`config.mk`:
```
export PLATFORM = sky130hd
export DESIGN_NAME = button_event_decoder
export DESIGN_NICKNAME = d
export VERILOG_FILES = /design/src/rtl/button_event_decoder.sv
export SDC_FILE = /design/constraint.sdc
export NUM_CORES = 1
export LEC_CHECK = 0
export BUFFER_PORTS_ARGS = -buffer_cell sky130_fd_sc_hd__buf_4
export CORE_MARGIN = 2
export CORE_UTILIZATION = 33
export CTS_BUF_LIST = sky130_fd_sc_hd__clkbuf_16
export DETAILED_ROUTE_END_ITERATION = 16
export PLACE_DENSITY = 0.46
export SYNTH_ARGS = -nofsm -noshare
export SYNTH_HDL_FRONTEND = slang
export SYNTH_SLANG_ARGS = --single-unit
```
`constraint.sdc`:
```
create_clock -name clk -period 2.35 [get_ports clk]
set_clock_uncertainty 0.05 [all_clocks]
set_input_delay 0.47 -clock clk [delete_from_list [all_inputs] [get_ports clk]]
set_output_delay 0.47 -clock clk [all_outputs]
set_load 0.005 [all_outputs]
```
`src/rtl/button_event_decoder.sv`:
```
// button_event_decoder
//   Turns a clean, debounced button level into single-cycle event strobes:
//   press, release, long-press and (optionally) auto-repeat, plus a `held`
//   level.
//
//   Optional feature macro: BUTTON_EVENT_DECODER_REPEAT_EN
//     defined   -> auto-repeat counter and strobe are built
//     undefined -> repeat_evt is tied to 0 and the repeat counter is removed.
//                  LONG stays until release.
//
//   `release` and `repeat` are reserved words in SystemVerilog. Those two
//   strobes are therefore named release_evt and repeat_evt.
module button_event_decoder #(
  parameter int LONG_CYCLES   = 1000,  // >= 2, counts the press sample
  parameter int REPEAT_CYCLES = 250    // >= 1
) (
  input  logic clk,
  input  logic rst,
  input  logic in,
  output logic press,
  output logic release_evt,
  output logic long_press,
  output logic repeat_evt,
  output logic held
);

  localparam int HW = $clog2(LONG_CYCLES + 1);
  localparam logic [HW-1:0] HOLD_ONE  = HW'(1);
  localparam logic [HW-1:0] HOLD_LAST = HW'(LONG_CYCLES - 1);
  localparam logic [HW-1:0] HOLD_MAX  = HW'(LONG_CYCLES);

  typedef enum logic [1:0] {
    IDLE    = 2'd0,
    PRESSED = 2'd1,
    LONG    = 2'd2
  } state_t;

  state_t        state;
  logic          in_q;
  logic [HW-1:0] hold_cnt;
  logic          rise;
  logic          fall;

  // Edge qualification against the previous sample.
  assign rise = in & ~in_q;
  assign fall = ~in & in_q;

`ifdef BUTTON_EVENT_DECODER_REPEAT_EN
  localparam int RW = $clog2(REPEAT_CYCLES + 1);
  localparam logic [RW-1:0] REP_LAST = RW'(REPEAT_CYCLES - 1);
  localparam logic [RW-1:0] REP_ONE  = RW'(1);

  logic [RW-1:0] rep_cnt;
  logic          rep_q;

  assign repeat_evt = rep_q;
`else
  assign repeat_evt = 1'b0;
`endif

  // Event FSM: strobes default low each cycle; held tracks PRESSED/LONG.
  always_ff @(posedge clk) begin
    if (rst) begin
      state       <= IDLE;
      in_q        <= 1'b0;
      hold_cnt    <= '0;
      press       <= 1'b0;
      release_evt <= 1'b0;
      long_press  <= 1'b0;
      held        <= 1'b0;
`ifdef BUTTON_EVENT_DECODER_REPEAT_EN
      rep_cnt     <= '0;
      rep_q       <= 1'b0;
`endif
    end else begin
      in_q        <= in;
      press       <= 1'b0;
      release_evt <= 1'b0;
      long_press  <= 1'b0;
`ifdef BUTTON_EVENT_DECODER_REPEAT_EN
      rep_q       <= 1'b0;
`endif
      case (state)
        IDLE: begin
          if (rise) begin
            state    <= PRESSED;
            press    <= 1'b1;
            held     <= 1'b1;
            hold_cnt <= HOLD_ONE;
          end
        end

        PRESSED: begin
          // A fall on the completing sample wins: release only.
          if (fall) begin
            state       <= IDLE;
            release_evt <= 1'b1;
            held        <= 1'b0;
          end else if (in) begin
            if (hold_cnt == HOLD_LAST) begin
              state      <= LONG;
              long_press <= 1'b1;
              hold_cnt   <= HOLD_MAX;
`ifdef BUTTON_EVENT_DECODER_REPEAT_EN
              rep_cnt    <= '0;
`endif
            end else if (hold_cnt != HOLD_MAX) begin
              hold_cnt <= hold_cnt + HOLD_ONE;
            end
          end
        end

        LONG: begin
          // A fall on a period-completing sample also yields release only.
          if (fall) begin
            state       <= IDLE;
            release_evt <= 1'b1;
            held        <= 1'b0;
          end else if (in) begin
`ifdef BUTTON_EVENT_DECODER_REPEAT_EN
            if (rep_cnt == REP_LAST) begin
              rep_q   <= 1'b1;
              rep_cnt <= '0;
            end else begin
              rep_cnt <= rep_cnt + REP_ONE;
            end
`endif
          end
        end

        default: begin
          state <= IDLE;
          held  <= 1'b0;
        end
      endcase
    end
  end

endmodule

```
==> results of run 1 <==
[cells in the mapped netlist (2+ instances only)]
cell type  instances  share of area (%)
dfxtp_1           17                 31
nand2_1           13                4.5
inv_1             10                3.4
ha_1               6                6.9
a21oi_1            5                2.3
nand3_1            5                2.3
o21ai_0            5                2.3
a211oi_1           3                2.1
a221oi_2           3                4.1
and3_2             3                2.1
nand4_1            3                1.7
o211ai_1           3                2.1
o32ai_1            3                2.4
and3_1             2                1.1
buf_2              2               0.92
buf_4              2                1.4
mux2i_1            2                1.8
nor2_1             2               0.69
nor2b_1            2                1.1
nor3b_1            2                1.4
o211a_1            2                1.8
o31ai_1            2                1.4
or3_1              2                1.1
or4_1              2                1.4
[layout make-up]
class	count	area, um2	share of cell area, %
multi-input combinational	90	683.2	54.38
inverter	10	37.54	2.988
tap	44	55.05	4.382
sequential	17	340.3	27.09
clock inverter	1	5.005	0.3984
clock buffer	3	75.07	5.976
timing repair buffer	8	60.06	4.781
[layout by cell type (no fill, tap or decap), types with 3 or more instances in the layout]
cell type / count
a221oi_2: 3
nand3_1: 5
buf_4: 8
a211oi_1: 3
inv_1: 10
and3_2: 3
o32ai_1: 3
dfxtp_1: 17
ha_1: 6
clkbuf_16: 3
nand2_1: 13
o21ai_0: 5
a21oi_1: 5
o211ai_1: 3
nand4_1: 3
[per-layer routing]
layer	up-vias	track usage [%]
li1	471	-
met1	428	20.61
met2	17	22.86
met3	8	2.311
met4	0	10.94
met5	-	0
[metrics by stage]
stage	utilization (%)	setup slack [ns]	total power [W]	instances	hold slack, ns
after global placement	37.90	0.3686	0.0007017	169	0.4188
final	40.48	0.4131	0.001042	173	0.4295
after CTS	40.48	0.4088	0.001054	173	0.4345
after global routing	40.48	0.2214	0.001105	173	0.4484
after floorplan	-	0.6974	0.0006150	123	0.4015
after detailed placement	37.90	0.4157	0.0007010	169	0.4252
[logic make-up after synthesis]
| family | Yosys count | synth area share, % |
|---|---|---|
| and+or+nand+nor | 48 | 28.61 |
| AOI/OAI and AO/OA | 33 | 24.83 |
| DFF | 17 | 31.12 |
| buffers and inverters | 16 | 6.407 |
| adders and majority gates | 6 | 6.865 |
| muxes | 2 | 1.831 |
| other | 1 | 0.3429 |
[state kept, by name, summed over array words and instances, names as in the netlist]
register,cells
in_q,1
held,1
press,1
hold_cnt,10
long_press,1
state,2
release_evt,1
[power groups by stage]
stage                     registers [W]  clock network [W]  logic [W]
after floorplan                0.000341                  0   0.000274
after global placement         0.000344                  0   0.000357
after detailed placement       0.000345                  0   0.000357
after CTS                      0.000338           0.000358   0.000358
after global routing           0.000343           0.000366   0.000396
final                          0.000338           0.000351   0.000353
[critical path: cells and delay by family (launching register included)]
family,cells,cell delay [ns]
AND/OR/NAND/NOR,2,0.58
AO/OA/AOI/OAI,2,0.40
adder cells (fa/ha/maj),1,0.38
flip-flops,1,0.32
buffers and inverters,1,0.09
[worst paths after layout]
check,start,end,slack [ns],cells past startpoint
max,state[1],hold_cnt[5],0.41,6
min,state[1],state[1],0.43,2
max reg2reg,state[1],hold_cnt[5],0.41,6
min reg2reg,state[1],state[1],0.43,2
==> out/results.txt, run 1 <==
First-pass GRT wire length = 4.222 mm
Final Wtd Congestion = 0.7544
Routed WL = 2.440 mm
CTS tree = done
Root Driver = clkbuf_16
FMAX = 516.3 MHz
Initial DRT Pass Iterations = 4
Yosys warns = 0
Kind of critical path = reg -> reg
Worst-path fanout max = 11
# H-tree levels = 1
Data required, critical path = 2.44 ns
Post-placement cell area = 1176 um2
Min cycle time layout = 1.937 ns
Fin. max-slew vios = 0
# fillers = 325
Clock Sinks = 17
Yosys reg bits = 17
GRT Total Usage = 15.53%
DR iter-0 viols = 39
Initial Utilization = 35.24%
Grt total ovfl = 0
Total Nets Final = 139
Final hold vios = 0
CP peak stage delay = 0.41 ns
Sequential fraction of the synthesis area = 31.12%
PwrDens = 829.3 nW/um2
Post-synthesis average cell area = 8.891 um2
Logic pwr share = 33.9%
LEAKAGE = 0.4715 nW
Core footprint = 3103 um2
Critical path's slowest cell = nor3_2
Met1 wire length = 1.217 mm
Post-layout instance area = 1256 um2
Top Layer Used = met4
Post-route DRC = 0
Max cap viols = 0
Fin crit share = 82.42%
Initial antenna violation count = 0
IO buf count = 6
Area growth from synthesis to layout = 14.87%
Pin count of the biggest net entering global routing = 15
Die area = 3790 um2
Sw Ratio = 33.91%
CP Capture Type = flip-flop
CTS Buffer Depth = 2
EDFF count, synth = 0
I/O Pins = 8
Via density = 5.341
Clock latency on the worst-skew pair = 0.25 ns
Total CTS buffers = 3
Synth Net Count = 132
Main synth FF type = dfxtp_1
Worst Setup Start Kind = flip-flop
Worst hold path class = reg -> reg
ANT cells = 0
Vias in the first global route = 898
DP Wirelength = 1.811 mm
Clock power frac = 33.7%
Post-CTS resize count = 0
Cells after synthesis = 123
WL met3 = 87 um
Sequential fraction of design power = 32.5%
Worst-path clk slew = 0.05 ns
Die height = 61.57 um
Post-synth cell types = 46
Crit path cell chain = inv_1, ha_1, nand4b_1, nor3_2, a211oi_1, o32ai_1
Post-CTS Repair Setup Buffers = 0
Share of layout cells above drive strength 1 = 22.48%
Worst vdd ir = 0.0003490 V
DR WL met2 = 1.048 mm
Post-synth ARST share = 0%
Routed len/inst = 14.10 um
RSZ-0062 raised after global routing = no
Die Width = 61.57 um
Antenna viol nets, final = 0
Via count = 924
Core Rows = 20
Pint = 0.0006885 W
Sw Pwr = 0.0003533 W
Setup TNS Final = 0 ns
Mapped cell area = 1094 um2
# hold bufs at CTS = 0
Status = completed
Final setup violation count = 0
Crit path DAT = 2.03 ns
Note: power is estimated with default switching activity, not from simulation.
==> run 2: changes to the inputs <==
--- a/config.mk
+++ b/config.mk
@@ -10,7 +10,7 @@
 export CORE_UTILIZATION = 33
 export CTS_BUF_LIST = sky130_fd_sc_hd__clkbuf_16
 export DETAILED_ROUTE_END_ITERATION = 16
-export PLACE_DENSITY = 0.46
+export PLACE_DENSITY = 0.48
 export SYNTH_ARGS = -nofsm -noshare
 export SYNTH_HDL_FRONTEND = slang
 export SYNTH_SLANG_ARGS = --single-unit
==> constraint.sdc (replaced) <==
create_clock -name clk -period 1.65 [get_ports clk]
set_clock_uncertainty 0.05 [all_clocks]
set_input_delay 0.33 -clock clk [delete_from_list [all_inputs] [get_ports clk]]
set_output_delay 0.33 -clock clk [all_outputs]
set_load 0.005 [all_outputs]
==> out/results.txt, run 2 (synthesis results as in run 1) <==
Post-layout instance area = 1510 um2 (+20%)
Initial Utilization = 35.24% (unchanged)
Pre-CTS setup slack = -0.04661 ns (-0.4623 ns)
CTS Buffer Depth = 2 (unchanged)
Core footprint = 3103 um2 (unchanged)
Initial DRT Pass Iterations = 4 (unchanged)
Worst-path fanout max = 3 (-8)
Largest register FFs = 10 (unchanged)
Grt total ovfl = 0 (unchanged)
Final hold vios = 0 (unchanged)
WL met3 = 120 um (+38%)
Die Width = 61.57 um (unchanged)
Kind of critical path = reg -> reg
FMAX = 622.5 MHz (+21%)
DR iter-0 viols = 41 (+5.1%)
Total CTS buffers = 3 (unchanged)
Largest Register = hold_cnt
Via count = 1012 (+9.5%)
# H-tree levels = 1 (unchanged)
Share of layout cells above drive strength 1 = 42.00% (+20 points)
CP Launch Point = hold_cnt[0]
Crit path DAT = 1.74 ns (-0.29 ns)
DP Wirelength = 1.938 mm (+7.0%)
Commonest non-fill, non-tap cell in the layout = buf_4
RSZ-0062 raised after global routing = yes
# hold bufs at CTS = 0 (unchanged)
RR Startpoint = hold_cnt[0]
Antenna viol nets, final = 0 (unchanged)
Via density = 5.216 (-2.3%)
Worst-path clk slew = 0.05 ns (about the same)
Min cycle time layout = 1.606 ns (-0.3306 ns)
Die height = 61.57 um (unchanged)
Status = completed
Post-placement cell area = 1315 um2 (+12%)
Routed WL = 2.636 mm (+8.0%)
# fillers = 311 (-4.3%)
Fin. max-slew vios = 0 (unchanged)
LEAKAGE = 0.6106 nW (+30%)
Crit path max-delay family = simple AND/OR/NAND/NOR gates
Core Rows = 20 (unchanged)
Fin crit share = 97.35% (+15 points)
Root Driver = clkbuf_16
Highest-count cells in the layout ignoring fill and taps = buf_4, dfxtp_1, nand2_1, inv_1
Top Layer Used = met4
Worst vdd ir = 0.0006343 V (+82%)
Die area = 3790 um2 (unchanged)
Clock latency on the worst-skew pair = 0.25 ns (about the same)
Data required, critical path = 1.79 ns (-0.65 ns)
Post-route DRC = 0 (unchanged)
Area growth from synthesis to layout = 38.10%
Critical path's slowest cell = or4_4
Final WS setup = 0.04369 ns (-0.3694 ns)
Crit path cell chain = ha_1, nand2_2, nor4_4, buf_4, or4_4, a21oi_2
Worst hold path class = in -> reg
Worst Setup Start Kind = flip-flop
Final setup violation count = 0 (unchanged)
CTS tree = done
ANT cells = 0 (unchanged)
Routed len/inst = 13.59 um (-3.7%)
DR WL met2 = 1.207 mm (+15%)
CP peak stage delay = 0.53 ns (+0.12 ns)
Clock Sinks = 17 (unchanged)
CP Capture Type = flip-flop
Total Nets Final = 160 (+15%)
Final Wtd Congestion = 0.8004 (+6.1%)
I/O Pins = 8 (unchanged)
Met1 wire length = 1.277 mm (+4.9%)
Buf+Inv Stages, Crit Path = 1 (unchanged)
GRT Total Usage = 15.71% (+0.19 points)
Initial antenna violation count = 0 (unchanged)
PwrDens = 1142 nW/um2 (+38%)
First-pass GRT wire length = 4.395 mm (+4.1%)
IO buf count = 6 (unchanged)
Max cap viols = 0 (unchanged)
Hold path start = rst
Vias in the first global route = 958 (+6.7%)
Largest registers = hold_cnt: 10 flops, state: 2 flops
Setup TNS Final = 0 ns (unchanged)
Pin count of the biggest net entering global routing = 15 (unchanged)
-- run 2: area by class of cell --
| cell class | instances | area, um2 | share of cell area [%] |
|---|---|---|---|
| Multi-Input combinational cell | 90 | 767.0 | 50.79 |
| Inverter | 10 | 40.04 | 2.651 |
| Clock inverter | 1 | 3.754 | 0.2485 |
| Clock buffer | 3 | 75.07 | 4.971 |
| Sequential cell | 17 | 347.8 | 23.03 |
| Timing Repair Buffer | 29 | 221.5 | 14.66 |
| Tap cell | 44 | 55.05 | 3.645 |
-- run 2: power by group --
group | internal (W) | total, W | switching (W)
Combinational | 0.000381 | 0.000753 | 0.000372
Sequential | 0.000459 | 0.000494 | 0.0000352
Clock | 0.000322 | 0.000477 | 0.000155
Total | 0.00116 | 0.00172 | 0.000563
-- run 2: what timing repair did --
item | CTS | global route
resized for setup | 10 | 12
pin swaps | 4 | 6
setup endpoints to repair | 8 | 11
setup buffers | 3 | 1
-- run 2: path summary, 6_finish.rpt --
kind                            cells past startpoint  slack [ns]           to
worst max-delay path                                6        0.04  hold_cnt[1]
worst min-delay path                                2        0.32  hold_cnt[1]
worst max register to register                      6        0.04  hold_cnt[1]
worst min register to register                      2        0.43         held
-- run 2: metrics by stage --
stage                     util [%]  hold WS (ns)  instances  power (W)
after detailed placement     42.38        0.4247        186   0.001119
after global routing         48.67        0.3253        194   0.001841
after global placement       42.38        0.4211        186   0.001115
after CTS                    47.26        0.3301        193   0.001681
after floorplan                  -        0.3667        123  0.0008985
final                        48.67        0.3174        194   0.001724
-- run 2: worst register-to-register path: stages, from the launching register on --
cell	delay, ns
dfxtp_1	0.33
ha_1	0.22
nand2_2	0.09
nor4_4	0.04
buf_4	0.16
or4_4	0.53
a21oi_2	0.13
-- run 2: layer usage --
metal / vias to the layer above / GRT usage, %
met1: 467 / 21.80
met5: - / 0
met2: 29 / 24.21
met3: 4 / 4.412
met4: 0 / 3.647
li1: 512 / -
==> run 3: changes to the inputs <==
--- a/config.mk
+++ b/config.mk
@@ -10,7 +10,7 @@
 export CORE_UTILIZATION = 33
 export CTS_BUF_LIST = sky130_fd_sc_hd__clkbuf_16
 export DETAILED_ROUTE_END_ITERATION = 16
-export PLACE_DENSITY = 0.48
+export PLACE_DENSITY = 0.46
 export SYNTH_ARGS = -nofsm -noshare
 export SYNTH_HDL_FRONTEND = slang
 export SYNTH_SLANG_ARGS = --single-unit
==> constraint.sdc (replaced) <==
create_clock -name clk -period 1.96 [get_ports clk]
set_clock_uncertainty 0.05 [all_clocks]
set_input_delay 0.392 -clock clk [delete_from_list [all_inputs] [get_ports clk]]
set_output_delay 0.392 -clock clk [all_outputs]
set_load 0.005 [all_outputs]
==> out/results.txt, run 3 (synthesis results as in run 1) <==
Status = completed
Commonest non-fill, non-tap cell in the layout = dfxtp_1
Logic pwr share = 35.7% (-8.0 points)
Kind of critical path = reg -> reg
Crit path DAT = 1.84 ns (+0.10 ns)
Core footprint = 3103 um2 (unchanged)
CP Launch Point = state[1]
FMAX = 567.2 MHz (-8.9%)
Antenna viol nets, final = 0 (unchanged)
# H-tree levels = 1 (unchanged)
Final setup violation count = 0 (unchanged)
Sw Pwr = 0.0004281 W (-24%)
DR iter-0 viols = 17 (-59%)
Die Width = 61.57 um (unchanged)
Worst-path clk slew = 0.05 ns (about the same)
Post-layout instance area = 1297 um2 (-14%)
Die area = 3790 um2 (unchanged)
Highest-count cells in the layout ignoring fill and taps = dfxtp_1, nand2_1, buf_4, inv_1, ha_1
CP Capture Type = flip-flop
Largest Register = hold_cnt
Cells on worst reg2reg path = 6 (unchanged)
Post-placement cell area = 1206 um2 (-8.3%)
Routed WL = 2.436 mm (-7.6%)
Worst hold path class = in -> reg
Post-route DRC = 0 (unchanged)
First-pass GRT wire length = 4.167 mm (-5.2%)
Initial Utilization = 35.24% (unchanged)
Grt total ovfl = 0 (unchanged)
Fin. max-slew vios = 0 (unchanged)
IO buf count = 6 (unchanged)
Area growth from synthesis to layout = 18.65%
Worst Setup Start Kind = flip-flop
Max cap viols = 0 (unchanged)
Worst-path fanout max = 6 (+3)
CTS tree = done
PwrDens = 982.2 nW/um2 (-14%)
Vias in the first global route = 880 (-8.1%)
Sw Ratio = 33.59% (+0.94 points)
Min cycle time layout = 1.763 ns (+0.1568 ns)
Clock Sinks = 17 (unchanged)
DP Wirelength = 1.799 mm (-7.1%)
Pin count of the biggest net entering global routing = 15 (unchanged)
Total CTS buffers = 3 (unchanged)
LEAKAGE = 0.5106 nW (-16%)
Pint = 0.0008463 W (-27%)
# fillers = 339 (+9.0%)
Worst R2R End = hold_cnt[9]
Via density = 5.277 (+1.2%)
Initial antenna violation count = 0 (unchanged)
Post-CTS Repair Setup Buffers = 0 (-3)
Final Wtd Congestion = 0.7608 (-4.9%)
Final Power = 0.001274 W (-26%)
R2R Setup Slk = 0.20 ns (+0.15 ns)
Largest register FFs = 10 (unchanged)
Worst hold margin = 0.3982 ns (+0.08080 ns)
Crit path capture = hold_cnt[9]
Largest registers = hold_cnt: 10 flops, state: 2 flops
Share of layout cells above drive strength 1 = 25.56% (-16 points)
Root Driver = clkbuf_16
Setup TNS Final = 0 ns (unchanged)
Clock latency on the worst-skew pair = 0.25 ns (about the same)
Final design utilization = 41.81% (-6.9 points)
Via count = 934 (-7.7%)
Final hold vios = 0 (unchanged)
Fin crit share = 89.95% (-7.4 points)
Clock power frac = 32.6% (+4.9 points)
GRT Total Usage = 14.97% (-0.75 points)
Initial DRT Pass Iterations = 4 (unchanged)
Data required, critical path = 2.04 ns (+0.25 ns)
Sequential fraction of design power = 31.7% (+3.0 points)
Total Nets Final = 143 (-11%)
CTS Buffer Depth = 2 (unchanged)
Worst vdd ir = 0.0005535 V (-13%)
RSZ-0062 raised after global routing = no
ANT cells = 0 (unchanged)
Die height = 61.57 um (unchanged)
I/O Pins = 8 (unchanged)
Core Rows = 20 (unchanged)
Routed len/inst = 13.76 um (+1.3%)
RR Startpoint = state[1]
==> run 3: worst min-delay path by stage <==
stage	cells after the start	end	slack [ns]	startpoint
global placement	2	held	0.42	held
floorplan	2	state[1]	0.40	state[1]
global route	2	hold_cnt[6]	0.40	rst
detailed placement	2	held	0.42	held
CTS	2	hold_cnt[7]	0.39	rst
finish	2	hold_cnt[7]	0.40	rst
==> run 3: area by class of cell <==
| class | instances | area (um2) | area share (%) |
|---|---|---|---|
| sequential | 17 | 340.3 | 26.23 |
| inverter | 10 | 37.54 | 2.893 |
| multi-input combinational | 90 | 694.4 | 53.52 |
| tap | 44 | 55.05 | 4.243 |
| clock inverter | 1 | 5.005 | 0.3857 |
| clock buffer | 3 | 75.07 | 5.786 |
| timing repair buffer | 12 | 90.09 | 6.943 |
==> run 3: power by group through the flow <==
stage | sequential (W) | combinational (W) | clock (W)
after floorplan | 0.000409 | 0.000329 | 0
after global placement | 0.000411 | 0.000452 | 0
after detailed placement | 0.000412 | 0.000453 | 0
after CTS | 0.000404 | 0.000455 | 0.000430
after global routing | 0.000409 | 0.000504 | 0.000445
final | 0.000404 | 0.000455 | 0.000415
==> run 3: timing repair <==
action	CTS	global route
gates resized for setup	0	2
hold buffers	0	0
endpoints found under the setup margin	0	4
==> run 3: worst max-delay path: stages (launching register included) <==
cell and delay (ns):
dfxtp_1 0.32, inv_1 0.10, ha_1 0.28, nand4b_1 0.20, or3_4 0.42, nand3_1 0.16, o32ai_1 0.11
==> run 3: per-layer routing <==
layer,global-route usage [%],vias up,part of all wire [%]
li1,-,479,-
met1,20.96,438,53
met2,22.56,13,43
met3,3.782,4,3.0
met4,4.559,0,1.1
met5,0,-,0
==> run 3: stage by stage <==
step	cells	setup slack (ns)
finish	177	0.1969
floorplan	123	0.3074
CTS	177	0.1758
global placement	173	0.1708
global route	177	0.01433
detailed placement	173	0.1831
